<file path="config.mk">
export PLATFORM = sky130hd
export DESIGN_NAME = egr_wadj_csr_mc_flat
export DESIGN_NICKNAME = d
export VERILOG_FILES = /design/src/rtl/egr_wadj_csr_mc_if.sv /design/src/rtl/egr_wadj_csr_mc.sv /design/src/flat_wrapper.sv
export SDC_FILE = /design/constraint.sdc
export NUM_CORES = 1
export LEC_CHECK = 0
export BUFFER_PORTS_ARGS = -buffer_cell sky130_fd_sc_hd__buf_2
export CAP_MARGIN = 10
export CORE_AREA = 2 2 108 110
export DETAILED_ROUTE_END_ITERATION = 12
export DIE_AREA = 0 0 110 112
export GPL_ROUTABILITY_DRIVEN = 0
export PLACE_DENSITY = 0.87
export SLEW_MARGIN = 20
export SYNTH_ARGS = -nofsm -noshare
export SYNTH_HDL_FRONTEND = slang
export SYNTH_SLANG_ARGS = --single-unit
</file>
<file path="constraint.sdc">
create_clock -name clk -period 2.2 [get_ports clk]
set_input_delay 0.22 -clock clk [delete_from_list [all_inputs] [get_ports clk]]
set_output_delay 0.22 -clock clk [all_outputs]
set_load 0.005 [all_outputs]
</file>
<file path="src/rtl/egr_wadj_csr_mc_if.sv">
// Avalon-MM style CSR bus between a host master and the egress width-adapter CSR block.
interface egr_wadj_csr_mc_if;
    logic [7:0]  address;
    logic        write;
    logic        read;
    logic [31:0] writedata;
    logic [3:0]  byteenable;
    logic [31:0] readdata;
    logic        readdatavalid;

    modport master (
        output address, write, read, writedata, byteenable,
        input  readdata, readdatavalid
    );

    modport slave (
        input  address, write, read, writedata, byteenable,
        output readdata, readdatavalid
    );
endinterface

</file>
<file path="src/rtl/egr_wadj_csr_mc.sv">
// CSR block for the multi-channel egress width adapter: scratch, per-channel drop enable/threshold.
// Drop counters, STATUS, IRQ_MASK and drop_irq exist only when EGR_WADJ_CSR_DROP_CNT_EN is defined.
module egr_wadj_csr_mc #(
    parameter int          NUM_CH     = 4,
    parameter int          CNT_W      = 32,
    parameter logic [15:0] THRESH_RST = 16'h01F0
) (
    input  logic                   clk,
    input  logic                   reset_n,
    egr_wadj_csr_mc_if.slave       bus,
    input  logic [NUM_CH-1:0]      drop_pulse,
    output logic [NUM_CH-1:0]      drop_en,
    output logic [16*NUM_CH-1:0]   drop_threshold,
    output logic                   drop_irq
);

    logic [31:0]                 scratch;
    logic [NUM_CH-1:0][15:0]     thresh;
    logic                        scratch_hit;
    logic [NUM_CH-1:0]           ctrl_hit;
    logic [NUM_CH-1:0]           thr_hit;
    logic [NUM_CH-1:0]           cnt_hit;
    logic [31:0]                 rd_mux;

    assign drop_threshold = thresh;
    assign scratch_hit    = (bus.address == 8'h00);

    // Channel n lives in the 16-byte window starting at 0x10 + 0x10*n.
    always_comb begin
        ctrl_hit = '0;
        thr_hit  = '0;
        cnt_hit  = '0;
        for (int n = 0; n < NUM_CH; n++) begin
            if (bus.address[7:4] == 4'(n + 1)) begin
                ctrl_hit[n] = (bus.address[3:0] == 4'h0);
                thr_hit[n]  = (bus.address[3:0] == 4'h4);
                cnt_hit[n]  = (bus.address[3:0] == 4'h8);
            end
        end
    end

    always_ff @(posedge clk) begin
        if (!reset_n) begin
            scratch <= '0;
            drop_en <= '0;
            for (int n = 0; n < NUM_CH; n++) thresh[n] <= THRESH_RST;
        end else if (bus.write) begin
            if (scratch_hit) begin
                for (int b = 0; b < 4; b++)
                    if (bus.byteenable[b]) scratch[8*b +: 8] <= bus.writedata[8*b +: 8];
            end
            for (int n = 0; n < NUM_CH; n++) begin
                if (ctrl_hit[n] && bus.byteenable[0]) drop_en[n] <= bus.writedata[0];
                if (thr_hit[n] && bus.byteenable[0]) thresh[n][7:0]  <= bus.writedata[7:0];
                if (thr_hit[n] && bus.byteenable[1]) thresh[n][15:8] <= bus.writedata[15:8];
            end
        end
    end

`ifdef EGR_WADJ_CSR_DROP_CNT_EN
    localparam logic [CNT_W-1:0] CNT_MAX = '1;
    localparam logic [CNT_W-1:0] CNT_ONE = {{(CNT_W-1){1'b0}}, 1'b1};

    logic [NUM_CH-1:0]            status;
    logic [NUM_CH-1:0]            irq_mask;
    logic [NUM_CH-1:0][CNT_W-1:0] cnt;
    logic [NUM_CH-1:0]            inc;
    logic [NUM_CH-1:0]            rd_clr;
    logic [NUM_CH-1:0]            sat_set;
    logic [NUM_CH-1:0]            status_clr;

    // A clearing read takes priority over saturation; the coincident pulse restarts the count at 1.
    always_comb begin
        inc        = '0;
        rd_clr     = '0;
        sat_set    = '0;
        status_clr = '0;
        for (int n = 0; n < NUM_CH; n++) begin
            inc[n]        = drop_pulse[n] & drop_en[n];
            rd_clr[n]     = bus.read & cnt_hit[n];
            sat_set[n]    = inc[n] & ~rd_clr[n] & (cnt[n] == (CNT_MAX - CNT_ONE));
            status_clr[n] = bus.write & (bus.address == 8'h04) & bus.byteenable[n/8]
                            & bus.writedata[n];
        end
    end

    always_ff @(posedge clk) begin
        if (!reset_n) begin
            cnt      <= '0;
            status   <= '0;
            irq_mask <= '0;
            drop_irq <= 1'b0;
        end else begin
            for (int n = 0; n < NUM_CH; n++) begin
                if (bus.write && bus.address == 8'h08 && bus.byteenable[n/8])
                    irq_mask[n] <= bus.writedata[n];
                if (rd_clr[n])
                    cnt[n] <= inc[n] ? CNT_ONE : '0;
                else if (inc[n] && cnt[n] != CNT_MAX)
                    cnt[n] <= cnt[n] + CNT_ONE;
                if (sat_set[n])
                    status[n] <= 1'b1;
                else if (status_clr[n])
                    status[n] <= 1'b0;
            end
            drop_irq <= |(status & irq_mask);
        end
    end
`else
    logic unused_cnt_inputs;
    assign unused_cnt_inputs = ^{drop_pulse, cnt_hit};
    assign drop_irq = 1'b0;
`endif

    always_comb begin
        rd_mux = '0;
        if (scratch_hit) rd_mux = scratch;
`ifdef EGR_WADJ_CSR_DROP_CNT_EN
        if (bus.address == 8'h04) rd_mux = 32'(status);
        if (bus.address == 8'h08) rd_mux = 32'(irq_mask);
        for (int n = 0; n < NUM_CH; n++)
            if (cnt_hit[n]) rd_mux = 32'(cnt[n]);
`endif
        for (int n = 0; n < NUM_CH; n++) begin
            if (ctrl_hit[n]) rd_mux = {31'b0, drop_en[n]};
            if (thr_hit[n])  rd_mux = {16'b0, thresh[n]};
        end
    end

    // Read data reflects pre-write state of the accepted cycle.
    always_ff @(posedge clk) begin
        if (!reset_n) begin
            bus.readdata      <= '0;
            bus.readdatavalid <= 1'b0;
        end else begin
            bus.readdatavalid <= bus.read;
            if (bus.read) bus.readdata <= rd_mux;
        end
    end

endmodule

</file>
<file path="src/flat_wrapper.sv">
// flat-port wrapper written by rule: the top's interface ports become plain ports
module egr_wadj_csr_mc_flat 
#(
    parameter int          NUM_CH     = 4,
    parameter int          CNT_W      = 32,
    parameter logic [15:0] THRESH_RST = 16'h01F0
)
  (clk, reset_n, drop_pulse, drop_en, drop_threshold, drop_irq, bus_address, bus_write, bus_read, bus_writedata, bus_byteenable, bus_readdata, bus_readdatavalid);
  egr_wadj_csr_mc_if bus_i ();
  input  logic clk;
  input  logic reset_n;
  input  logic [NUM_CH-1:0] drop_pulse;
  output logic [NUM_CH-1:0] drop_en;
  output logic [16*NUM_CH-1:0] drop_threshold;
  output logic drop_irq;
  input wire logic [$bits(bus_i.address)-1:0] bus_address;
  input wire logic [$bits(bus_i.write)-1:0] bus_write;
  input wire logic [$bits(bus_i.read)-1:0] bus_read;
  input wire logic [$bits(bus_i.writedata)-1:0] bus_writedata;
  input wire logic [$bits(bus_i.byteenable)-1:0] bus_byteenable;
  output wire logic [$bits(bus_i.readdata)-1:0] bus_readdata;
  output wire logic [$bits(bus_i.readdatavalid)-1:0] bus_readdatavalid;
  assign bus_i.address = bus_address;
  assign bus_i.write = bus_write;
  assign bus_i.read = bus_read;
  assign bus_i.writedata = bus_writedata;
  assign bus_i.byteenable = bus_byteenable;
  assign bus_readdata = bus_i.readdata;
  assign bus_readdatavalid = bus_i.readdatavalid;
  egr_wadj_csr_mc #(.NUM_CH(NUM_CH), .CNT_W(CNT_W), .THRESH_RST(THRESH_RST)) u_core (.clk(clk), .reset_n(reset_n), .bus(bus_i), .drop_pulse(drop_pulse), .drop_en(drop_en), .drop_threshold(drop_threshold), .drop_irq(drop_irq));
endmodule
</file>
==> results.json, run 1 <==
{
  "port_buffers": 148,
  "comb_power_share_pct": 5.2,
  "avgSynthCellArea_um2": 10.0,
  "p_int_uw": 4320,
  "fmax_ghz": 0.648,
  "clock_latency_ps": 420,
  "synth-edff-count": 0,
  "postSynthCellCount": 576,
  "track_usage_pct": 26.3,
  "post-cts-setup-buffers": 0,
  "antenna_found_initial": 1,
  "register_area_mm2": 0.00266,
  "share_seq_of_total_power_pct": 44.6,
  "ant_nets": 0,
  "syn_nets": 628,
  "drv_slew": 0,
  "path_class": "input pin to register",
  "die_x_um": 110,
  "rows": 39,
  "die_h_um": 112,
  "hold_viol_final": 0,
  "layoutNonFillerInstCount": 871,
  "critical_path.max_fanout": 8,
  "cts_root_buf": "clkbuf_16",
  "placed_cells": 842,
  "overflow": 0,
  "synthFlopType": "dfxtp_1",
  "first_pass_iters": 4,
  "seq_area_frac_synth_pct": 46.2,
  "setup_viol": 0,
  "core_mm2": 0.0112,
  "layout-drive-gt1-share_pct": 30.4,
  "hp-class": "input pin to register",
  "routedWlPerCell_um": 18.1,
  "ys_types": 43,
  "yosysWarnings": 0,
  "worst_setup_path_end_kind": "register",
  "grt_max_degree": 134,
  "final_common_cell": "buf_2",
  "max-vdd-ir-drop_v": 0.000551,
  "status": "completed",
  "finalNetCount": 770,
  "clock-sinks": 133,
  "syn_to_final_growth_pct": 25.6,
  "synthArstFlopShare_pct": 0,
  "min_period_ps": 1540,
  "maxSlewHeadroom_pct": 52.5,
  "startpoint_type": "input pin",
  "ys_ff_latch": 133,
  "rsz0062_at_grt": "no",
  "grt_pass1_wl_um": 24800,
  "multi_input_area_mm2": 0.00290,
  "critPathRequiredTime_ps": 2490,
  "htree_levels": 4,
  "cts.clk_slew.worst_paths_ps": 50,
  "fin_setup_tns_ps": 0,
  "maxCapViolations": 0,
  "clockBufferDepth": 2,
  "cp.arrival_ps": 1830,
  "pin_count": 154,
  "p_per_area_mw_per_mm2": 754,
  "place_hpwl_um": 10800,
  "leakagePower_uw": 0.00306,
  "ctsResizeCount": 0,
  "total_switching_power_uw": 1140,
  "place_area_mm2": 0.00668,
  "num_vias": 4981,
  "cts_tree": "done",
  "initial_core_util_pct": 51.6,
  "cts_buffers": 17,
  "most-common-layout-cells": "buf_2 (148), dfxtp_1 (133), nor2b_1 (85), mux2i_1 (83), nand2_1 (39)",
  "worst_pin_slew_ps": 713,
  "fillCellCount": 874,
  "drt-total-wl_um": 15800,
  "viasPerCell": 5.72,
  "swShare_pct": 20.9,
  "drt-initial-drc-count": 380,
  "cts_hold_buffers": 0,
  "syn_area_mm2": 0.00576,
  "pwr-share-clk_pct": 50.2,
  "p_total_uw": 5460,
  "finalCritPeriodShare_pct": 70.2,
  "grt_pass1_vias": 4949,
  "fin_skew_ps": 3.95,
  "stdcell_area_mm2": 0.00724,
  "drc": 0,
  "fp.dieArea_mm2": 0.0123
}
==> critical path, cell delays in order <==
cell and delay [ps]:
buf_2 130, nand4bb_1 250, nor3b_1 410, nand2b_1 420, mux2i_1 300, nand2_1 90
==> metal layers <==
metal  global-route usage, %  wire length (µm)  part of all wire, %  up-vias
met2                    43.6              7910                   50      219
met3                    8.49              1200                  7.6       34
met5                       0                 0                    0        -
met1                    31.6              6290                   40     2381
met4                    9.37               397                  2.5        0
li1                        -                 -                    -     2347
==> cell families after synthesis <==
kind of cell / count (synthesis) / synth area share, %
AND/OR/NAND/NOR: 179 / 18.3
other: 1 / 0.0651
buffers and inverters: 49 / 3.71
flip-flops: 133 / 46.2
multiplexers: 99 / 17.5
AO/OA/AOI/OAI: 115 / 14.2
==> area by class of cell <==
class / count / area share, %
Multi-Input combinational cell: 394 / 40.0
Clock inverter: 6 / 1.45
Timing Repair Buffer: 170 / 12.9
Tap cell: 143 / 2.47
Antenna cell: 1 / 0.0346
Clock buffer: 22 / 6.27
Sequential cell: 133 / 36.8
Inverter: 2 / 0.104
==> synthesized netlist by cell type, types with 2 or more instances <==
cell type,number,share of area [%]
dfxtp_1,133,46
nor2b_1,87,9.4
mux2i_1,83,14
nand2_1,39,2.5
a22oi_1,32,4.2
clkbuf_1,30,2.0
nand3_1,23,2.0
a21oi_1,17,1.5
o21ai_0,17,1.5
mux2_2,16,3.1
a32oi_1,15,2.3
o22a_1,15,2.3
a21boi_0,13,1.7
buf_2,12,1.0
nor2_1,6,0.39
buf_4,4,0.52
o211ai_1,3,0.39
nand4_2,2,0.43
nand4bb_1,2,0.39
nor2_4,2,0.39
nor3_1,2,0.17
nor4_1,2,0.22
==> power by group through the flow <==
stage | clock, µW | combinational, µW | sequential (µW)
after CTS | 2760 | 280 | 2430
after global placement | 0 | 268 | 2480
final | 2740 | 283 | 2430
after floorplan | 0 | 145 | 2490
after detailed placement | 0 | 278 | 2480
after global routing | 2870 | 305 | 2430
==> registers in the layout, indices dropped and copies added (netlist names) <==
| name | flops |
|---|---|
| u_core.bus.readdatavalid | 1 |
| u_core.scratch | 32 |
| u_core.drop_threshold | 64 |
| u_core.bus.readdata | 32 |
| u_core.drop_en | 4 |
==> final timing paths <==
kind	from	end	slack [ps]	cells after the start
max	bus_address[0]	u_core.drop_threshold[39]$_SDFFE_PN1P_	660	6
min	bus_writedata[31]	u_core.scratch[31]$_SDFFE_PN0P_	60	3
max reg2reg	u_core.drop_threshold[32]$_SDFFE_PN0P_	u_core.bus.readdata[0]$_SDFFE_PN0P_	1040	5
min reg2reg	u_core.scratch[2]$_SDFFE_PN0P_	u_core.scratch[2]$_SDFFE_PN0P_	470	2
==> through the flow <==
step                utilization (%)  worst slack (ps)  hold WS, ps
finish                         64.8               656         56.3
global route                   64.8               492         64.8
CTS                            64.8               667         48.7
detailed placement             59.7               241          458
global placement               59.7               343          450
floorplan                         -               538          345
No activity file was read; power rests on OpenSTA's default activity.
==> inputs of run 2 (changes only) <==
--- a/config.mk
+++ b/config.mk
@@ -7,11 +7,11 @@
 export LEC_CHECK = 0
 export BUFFER_PORTS_ARGS = -buffer_cell sky130_fd_sc_hd__buf_2
 export CAP_MARGIN = 10
-export CORE_AREA = 2 2 108 110
+export CORE_AREA = 2 2 114 116
 export DETAILED_ROUTE_END_ITERATION = 12
-export DIE_AREA = 0 0 110 112
+export DIE_AREA = 0 0 116 118
 export GPL_ROUTABILITY_DRIVEN = 0
-export PLACE_DENSITY = 0.87
+export PLACE_DENSITY = 0.83
 export SLEW_MARGIN = 20
 export SYNTH_ARGS = -nofsm -noshare
 export SYNTH_HDL_FRONTEND = slang
==> constraint.sdc (replaced) <==
create_clock -name clk -period 1.3 [get_ports clk]
set_input_delay 0.13 -clock clk [delete_from_list [all_inputs] [get_ports clk]]
set_output_delay 0.13 -clock clk [all_outputs]
set_load 0.005 [all_outputs]
==> run 2 against run 1 <==
- critical endpoint is now u_core.scratch[29]$_SDFFE_PN0P_
- largest cell class unchanged
- via count up 5.5%
- wire length is 11% higher
- the run now ends with negative setup slack left
- clock power grew 80%
- core utilization up 0.34 points
- first-iteration DRC count grew 3.2%
- largest power group unchanged
==> results.json, run 2 (synthesis results as in run 1) <==
{
  "rows": 41,
  "fmax_ghz": 0.766,
  "rsz0062_at_grt": "yes",
  "fin_setup_tns_ps": -6.03,
  "status": "finished, violations left",
  "leakagePower_uw": 0.00341,
  "place_area_mm2": 0.00717,
  "cts_root_buf": "clkbuf_16",
  "critical_path.max_fanout": 8,
  "drt-total-wl_um": 17500,
  "startpoint_type": "input pin",
  "endpoint": "u_core.scratch[29]$_SDFFE_PN0P_",
  "grt_max_degree": 59,
  "worstPathCellList": "buf_2 > nor4_4 > nor2b_4 > buf_4 > nand4_4 > mux2i_1 > nor2b_1",
  "cts_tree": "done",
  "finalNetCount": 825,
  "r2r-start": "u_core.drop_threshold[16]$_SDFFE_PN0P_",
  "cts.clk_slew.worst_paths_ps": 60,
  "worst_setup_path_end_kind": "register",
  "layout_setup_ws_ps": -6.03,
  "cp_top_family": "simple AND/OR/NAND/NOR gates",
  "maxCapViolations": 0,
  "path_class": "input pin to register",
  "clock_latency_ps": 420,
  "pin_count": 154,
  "violations": "negative setup slack",
  "fp.dieArea_mm2": 0.0137,
  "place_hpwl_um": 11300,
  "initial_core_util_pct": 46.4,
  "finalCritPeriodShare_pct": 100,
  "cpPeakStageDelay_ps": 310,
  "min_period_ps": 1310,
  "drt-initial-drc-count": 392,
  "cts_buffers": 17,
  "antenna_found_initial": 2,
  "fin_skew_ps": 9.08,
  "layoutNonFillerInstCount": 960,
  "hold_viol_final": 0,
  "ant_nets": 0,
  "syn_to_final_growth_pct": 40.3,
  "drc": 0,
  "p_per_area_mw_per_mm2": 1200,
  "critPathLaunch": "bus_address[5]",
  "routedWlPerCell_um": 18.2,
  "most-common-layout-cells": "buf_2 (148), dfxtp_1 (133), nor2b_1 (85), mux2i_1 (83), buf_4 (45)",
  "clockBufferDepth": 2,
  "stdcell_area_mm2": 0.00808,
  "cp_num_buf_inv": 2,
  "hp-class": "input pin to register",
  "die_h_um": 118,
  "grt_pass1_wl_um": 27000,
  "overflow": 0,
  "placed_cells": 898,
  "grt_pass1_vias": 5391,
  "fillCellCount": 971,
  "critPathRequiredTime_ps": 1610,
  "final_common_cell": "buf_2",
  "max-vdd-ir-drop_v": 0.000932,
  "die_x_um": 116,
  "reg2reg_to": "u_core.bus.readdata[0]$_SDFFE_PN0P_",
  "largest_register_ffs": 64,
  "viasPerCell": 5.47,
  "r2r_slack_ps": 130,
  "htree_levels": 4,
  "track_usage_pct": 25.4,
  "clock-sinks": 133,
  "num_vias": 5255,
  "critical-path-slowest-cell": "nor4_4",
  "drv_slew": 0,
  "first_pass_iters": 5,
  "worst-path-stages": 7,
  "cp.arrival_ps": 1620,
  "setup_viol": 1,
  "layout-drive-gt1-share_pct": 36.4,
  "port_buffers": 148,
  "worstRegToRegCells": 5,
  "core_mm2": 0.0124
}
run 2: timing repair:
action,CTS,global route
hold buffers,17,1
hold endpoints to repair,20,1
buffers inserted,0,9
resized for setup,0,5
setup endpoints to repair,0,72
run 2: metrics by stage:
stage	hold WS [ps]	setup slack [ps]	utilization, %	total power (µW)
after detailed placement	392	-402	57.7	4760
final	4.89	-6.03	65.1	9660
after global routing	20.4	-147	65.1	9930
after global placement	386	-318	57.7	4740
after floorplan	255	-213	-	4470
after CTS	0.388	19.9	64.0	9680
run 2: per-layer routing:
metal / wire length, µm / track usage (%)
met2: 8860 / 42.4
met1: 7090 / 30.2
met5: 0 / 0
met3: 1100 / 6.85
met4: 431 / 11.5
run 2: how the worst min path moves through the flow:
stage                                  from                                      to  depth (start not counted)
after floorplan            bus_writedata[4]  u_core.drop_threshold[20]$_SDFFE_PN1P_                          2
after global placement    bus_writedata[25]         u_core.scratch[25]$_SDFFE_PN0P_                          3
after detailed placement  bus_writedata[22]         u_core.scratch[22]$_SDFFE_PN0P_                          3
after CTS                 bus_writedata[16]         u_core.scratch[16]$_SDFFE_PN0P_                          3
after global routing       bus_writedata[8]  u_core.drop_threshold[24]$_SDFFE_PN1P_                          3
final                     bus_writedata[16]         u_core.scratch[16]$_SDFFE_PN0P_                          3
run 2: cell type report:
cell class	count	area, µm²	share of cell area (%)
flip-flops and latches	133	2660	32.9
repair buffers	224	1520	18.8
clock buffers	23	498	6.16
inverters	2	7.51	0.0929
multi-input cells	395	3060	37.9
diodes	2	5.00	0.0619
well taps	172	215	2.66
clock inverters	9	115	1.42
run 2: worst register-to-register path, cell delays in order, from the launching register on:
cell,delay (ps)
dfxtp_1,330
mux2_2,270
o21ai_0,170
o31ai_1,100
o211ai_1,100
a21oi_1,80
run 2: report_power, final:
group / switching (µW) / internal (µW)
sequential: 14.1 / 4100
combinational: 332 / 288
clock: 1830 / 3100
